==> src/rtl/dnn_result_reader.sv <==
// Walks the engine's ten class scores after `done` and hands the argmax (digit, score) downstream.
// Optional runner-up tracking and `margin` output are enabled with DNN_READER_MARGIN_EN.
module dnn_result_reader #(
    parameter int DATA_WIDTH  = 10,
    parameter int NUM_CLASSES = 10
) (
    input  logic                         clk,
    input  logic                         rst,
    input  logic                         clear,
    input  logic                         eng_done,
    output logic [3:0]                   out_idx,
    input  logic signed [DATA_WIDTH-1:0] score,
    output logic                         result_valid,
    input  logic                         result_ready,
    output logic [3:0]                   digit,
    output logic signed [DATA_WIDTH-1:0] max_score,
    output logic [1:0]                   state_dbg
`ifdef DNN_READER_MARGIN_EN
    ,
    output logic signed [DATA_WIDTH:0]   margin
`endif
);

    localparam logic [1:0] IDLE  = 2'd0;
    localparam logic [1:0] SCAN  = 2'd1;
    localparam logic [1:0] HOLD  = 2'd2;
    localparam logic [1:0] REARM = 2'd3;

    localparam logic signed [DATA_WIDTH-1:0] MOST_NEG = {1'b1, {(DATA_WIDTH-1){1'b0}}};
    localparam logic [3:0] LAST_IDX = 4'(NUM_CLASSES - 1);

    // Handshake: result_valid is raised on HOLD entry and held, with digit/max_score/margin
    // frozen, until a cycle where result_valid & result_ready are both high; it drops on that edge.

    logic [1:0] state;
    logic       beats;
    logic       last_sample;

    assign state_dbg   = state;
    assign beats       = score > max_score;
    assign last_sample = out_idx == LAST_IDX;

`ifdef DNN_READER_MARGIN_EN
    logic signed [DATA_WIDTH-1:0] runner_up;
    logic signed [DATA_WIDTH-1:0] nxt_max;
    logic signed [DATA_WIDTH-1:0] nxt_runner;
    logic signed [DATA_WIDTH:0]   nxt_margin;

    // A new max demotes the old one; a tie with the max also becomes runner-up.
    always_comb begin
        nxt_max    = max_score;
        nxt_runner = runner_up;
        if (beats) begin
            nxt_max    = score;
            nxt_runner = max_score;
        end else if (score == max_score || score > runner_up) begin
            nxt_runner = score;
        end
        nxt_margin = {nxt_max[DATA_WIDTH-1], nxt_max} - {nxt_runner[DATA_WIDTH-1], nxt_runner};
    end
`endif

    always_ff @(posedge clk or negedge rst) begin
        if (!rst) begin
            state        <= IDLE;
            out_idx      <= 4'd0;
            result_valid <= 1'b0;
            digit        <= 4'd0;
            max_score    <= '0;
`ifdef DNN_READER_MARGIN_EN
            runner_up    <= '0;
            margin       <= '0;
`endif
        end else if (clear) begin
            state        <= IDLE;
            out_idx      <= 4'd0;
            result_valid <= 1'b0;
            digit        <= 4'd0;
            max_score    <= '0;
`ifdef DNN_READER_MARGIN_EN
            runner_up    <= '0;
            margin       <= '0;
`endif
        end else begin
            case (state)
                IDLE: begin
                    out_idx <= 4'd0;
                    if (eng_done) begin
                        state     <= SCAN;
                        max_score <= MOST_NEG;
                        digit     <= 4'd0;
`ifdef DNN_READER_MARGIN_EN
                        runner_up <= MOST_NEG;
`endif
                    end
                end
                SCAN: begin
                    if (!eng_done) begin
                        // Engine restarted mid-scan: discard the partial reduction.
                        state   <= IDLE;
                        out_idx <= 4'd0;
                    end else begin
                        if (beats) begin
                            max_score <= score;
                            digit     <= out_idx;
                        end
`ifdef DNN_READER_MARGIN_EN
                        runner_up <= nxt_runner;
`endif
                        if (last_sample) begin
                            state        <= HOLD;
                            result_valid <= 1'b1;
                            out_idx      <= 4'd0;
`ifdef DNN_READER_MARGIN_EN
                            margin       <= nxt_margin;
`endif
                        end else begin
                            out_idx <= out_idx + 4'd1;
                        end
                    end
                end
                HOLD: begin
                    if (result_ready) begin
                        state        <= REARM;
                        result_valid <= 1'b0;
                    end
                end
                REARM: begin
                    if (!eng_done) begin
                        state <= IDLE;
                    end
                end
                default: begin
                    state <= IDLE;
                end
            endcase
        end
    end

endmodule

==> config.mk <==
export PLATFORM = sky130hd
export DESIGN_NAME = dnn_result_reader
export DESIGN_NICKNAME = d
export VERILOG_FILES = /design/src/rtl/dnn_result_reader.sv
export SDC_FILE = /design/constraint.sdc
export NUM_CORES = 1
export LEC_CHECK = 0
export ABC_AREA = 1
export CAP_MARGIN = 20
export CORE_MARGIN = 2
export CORE_UTILIZATION = 44
export CTS_CLUSTER_DIAMETER = 120
export DETAILED_ROUTE_END_ITERATION = 6
export PLACE_DENSITY = 0.77
export SLEW_MARGIN = 20
export SYNTH_ARGS = -nofsm -noshare
export SYNTH_HDL_FRONTEND = slang
export SYNTH_SLANG_ARGS = --single-unit
==> constraint.sdc <==
create_clock -name clk -period 1.64 [get_ports clk]
set_input_delay 0.328 -clock clk [delete_from_list [all_inputs] [get_ports clk]]
set_output_delay 0.328 -clock clk [all_outputs]
set_load 0.02 [all_outputs]
==> out/qor.yml <==
timing:
  worst_pin_slew_ps: 343.5
  rsz0062_at_grt: "true"
  slew_violations: 0
  min_period_ps: 1788
  whs_ps: 351.7
  slew_headroom: 0.7705
  skew_ps: 5.665
  worst_slack_ps: -147.9
  final_hold_viol_count: 0
  finalSetupViolations: 14
  clock.fmax_mhz: 559.3
  fin_crit_sh: 1.090
synth:
  synth_area_leader_cell: "dfrtp_1"
  synth_edf_count: 0
  yosysWarnings: 0
  syn_inst: 189
  yosys-top-cells-count: "38 x nand2_1, 28 x inv_1, 21 x dfrtp_1, 21 x nand2_2"
  netlist_area_um2: 1459
  synth_flop_cell: "dfrtp_1"
  synth.area.top_cells: "dfrtp_1 36%, ha_1 10%, nand2_1 9.8%"
  ys_types: 27
  ys_async_sr_fraction: 1.000
  synth-seq-area-share: 0.3602
  synth_top_cell_area_share: 0.3602
  avgSynthCellArea_um2: 7.719
  syn_nets: 216
  synth-seq-cells: 21
  yosysMostFrequentCell: "nand2_1"
pwr:
  ir_drop_v: 0.0004953
  switching_power_mw: 0.8802
  p_int_mw: 1.180
  comb_power_share: 0.565
  p_per_area_nw_per_um2: 869.5
  pwr-share-clk: 0.128
  p_sw_frac: 0.4272
  pwr-share-seq: 0.307
  p_leak_nw: 1.229
clock_tree:
  cts_tree: "done"
  cts.path.max_buffers: 2
  insertion_delay_ps: 310
  clk_pin_slew_ps: 120
  root_buffer: "clkbuf_4"
  cts_buffers: 3
  postCtsHoldBufs: 0
  clock_sinks: 21
  htree_levels: 1
final_layout:
  drive_above_1_share: 0.4514
  num-nets-final: 285
  multiInputGateArea_um2: 1040
  n_antenna_cell: 0
  seqCellArea_um2: 535.5
  nFillCells: 244
  syn_to_final_growth_pct: 62.44
detailed_routing:
  vias_per_cell: 4.963
  ant_nets: 0
  vias: 1494
  wirelength_mm: 4.060
  drc: 0
  wire_per_inst_um: 13.49
  drt_iter0_drc: 51
  dr.pass1.iters: 4
global_routing:
  grt_pass1_vias: 1471
  grt_pass1_wl_mm: 6.210
  grtUsageTotal: 0.2204
  grt_max_degree: 22
  grt-ovfl-total: 0
  antenna_found_initial: 0
floorplan:
  dieArea_um2: 3792
  fp.dieW_um: 61.58
  rows: 20
  start_util: 0.4702
  core_um2: 3103
  ios: 36
  die_h_um: 61.58
critical_path:
  worstSetupStartpointType: "flop"
  worstPathArrival_ps: 2000
  critPathRequiredTime_ps: 1850
  crit_fanout: 6
  path_class: "flop to flop"
  rrSetupSlack_ps: -150
  endpoint_kind: "flop"
placed_design:
  dp_slack_ps: -567.1
  place_congestion: 0.8837
  io_buffers: 35
  hpwl_mm: 2.731
run_status:
  violations: "setup timing"
  status: "complete, but fails checks"
run:
  maxCapViolations: 0
min_path:
  min_path_type: "input port to async pin"
==> power groups by stage <==
stage	clock network (mW)	registers [mW]	logic, mW
6_report	0.263	0.633	1.16
5_1_grt	0.280	0.639	1.26
4_1_cts	0.266	0.631	1.06
3_5_place_dp	0	0.641	0.995
3_3_place_gp	0	0.637	0.979
2_1_floorplan	0	0.723	0.494
==> layer usage <==
metal | share of wire | track usage
met4 | 0.023 | 0.06079
met2 | 0.52 | 0.4165
met5 | 0 | 0
met1 | 0.42 | 0.2614
met3 | 0.033 | 0.02311
==> cell type report <==
type                            count  share of cell area
Multi-Input combinational cell    135              0.4388
Timing Repair Buffer               69              0.2566
Sequential cell                    21              0.2260
Inverter                           28             0.04435
Tap cell                           44             0.02323
Clock buffer                        4             0.01109
==> worst max-delay path, cell delays in order, from the launching register on <==
cell and delay [ps]:
dfrtp_2 380, inv_2 40, ha_4 250, nand2_1 80, nor2_4 150, buf_4 140, nand4_1 100, nand3_2 120
nand2_4 120, buf_8 170, nand3_1 70, nand2_1 50
==> placed cells by master, fill, tap and decap left out, types with 8 or more instances in the layout <==
cell type,n
nand2_2,29
dlygate4sd2_1,26
nand3_2,14
inv_2,8
dfrtp_1,13
dfrtp_2,8
buf_4,30
nor2_1,18
nand2_1,27
inv_1,20
==> stage by stage <==
| stage | setup TNS [ps] | utilization | cells | instance area [um^2] | total power [mW] |
|---|---|---|---|---|---|
| floorplan | -910.9 | - | 189 | 1521 | 1.217 |
| global placement | -7312 | 0.6899 | 295 | 2141 | 1.616 |
| detailed placement | -7824 | 0.6899 | 295 | 2141 | 1.636 |
| CTS | -844.5 | 0.7339 | 300 | 2277 | 1.962 |
| global route | -2874 | 0.7637 | 301 | 2370 | 2.182 |
| finish | -1664 | 0.7637 | 301 | 2370 | 2.060 |
==> worst paths after layout <==
| kind | from | end | cells past startpoint |
|---|---|---|---|
| max | max_score[7]$_DFFE_PN0P_ | max_score[0]$_DFFE_PN0P_ | 11 |
| min in group clk | digit[3]$_DFFE_PN0P_ | digit[3]$_DFFE_PN0P_ | 2 |
| max reg2reg | max_score[7]$_DFFE_PN0P_ | max_score[0]$_DFFE_PN0P_ | 11 |
| min reg2reg | digit[3]$_DFFE_PN0P_ | digit[3]$_DFFE_PN0P_ | 2 |
| max in group asynchronous | rst | max_score[8]$_DFFE_PN0P_ | 2 |
| min | rst | max_score[3]$_DFFE_PN0P_ | 2 |
==> state kept, by name (all words and copies together) (netlist names) <==
name,cells
max_score,10
state_dbg,2
digit,4
result_valid,1
out_idx,4
==> logic make-up after synthesis <==
kind of cell | synth area share
and+or+nand+nor | 0.3671
adders and majority gates | 0.1029
buffers and inverters | 0.1038
xor gates and xnor gates | 0.01201
AOI/OAI and AO/OA | 0.05403
DFF | 0.3602
==> repair_timing <==
action | 4_1_cts | 5_1_grt
endpoints found under the setup margin | 32 | 17
resized for setup | 54 | 22
cloned | 1 | 0
pin swaps | 11 | 21
setup buffers | 0 | 1
Power figures use the tool's default switching activity.
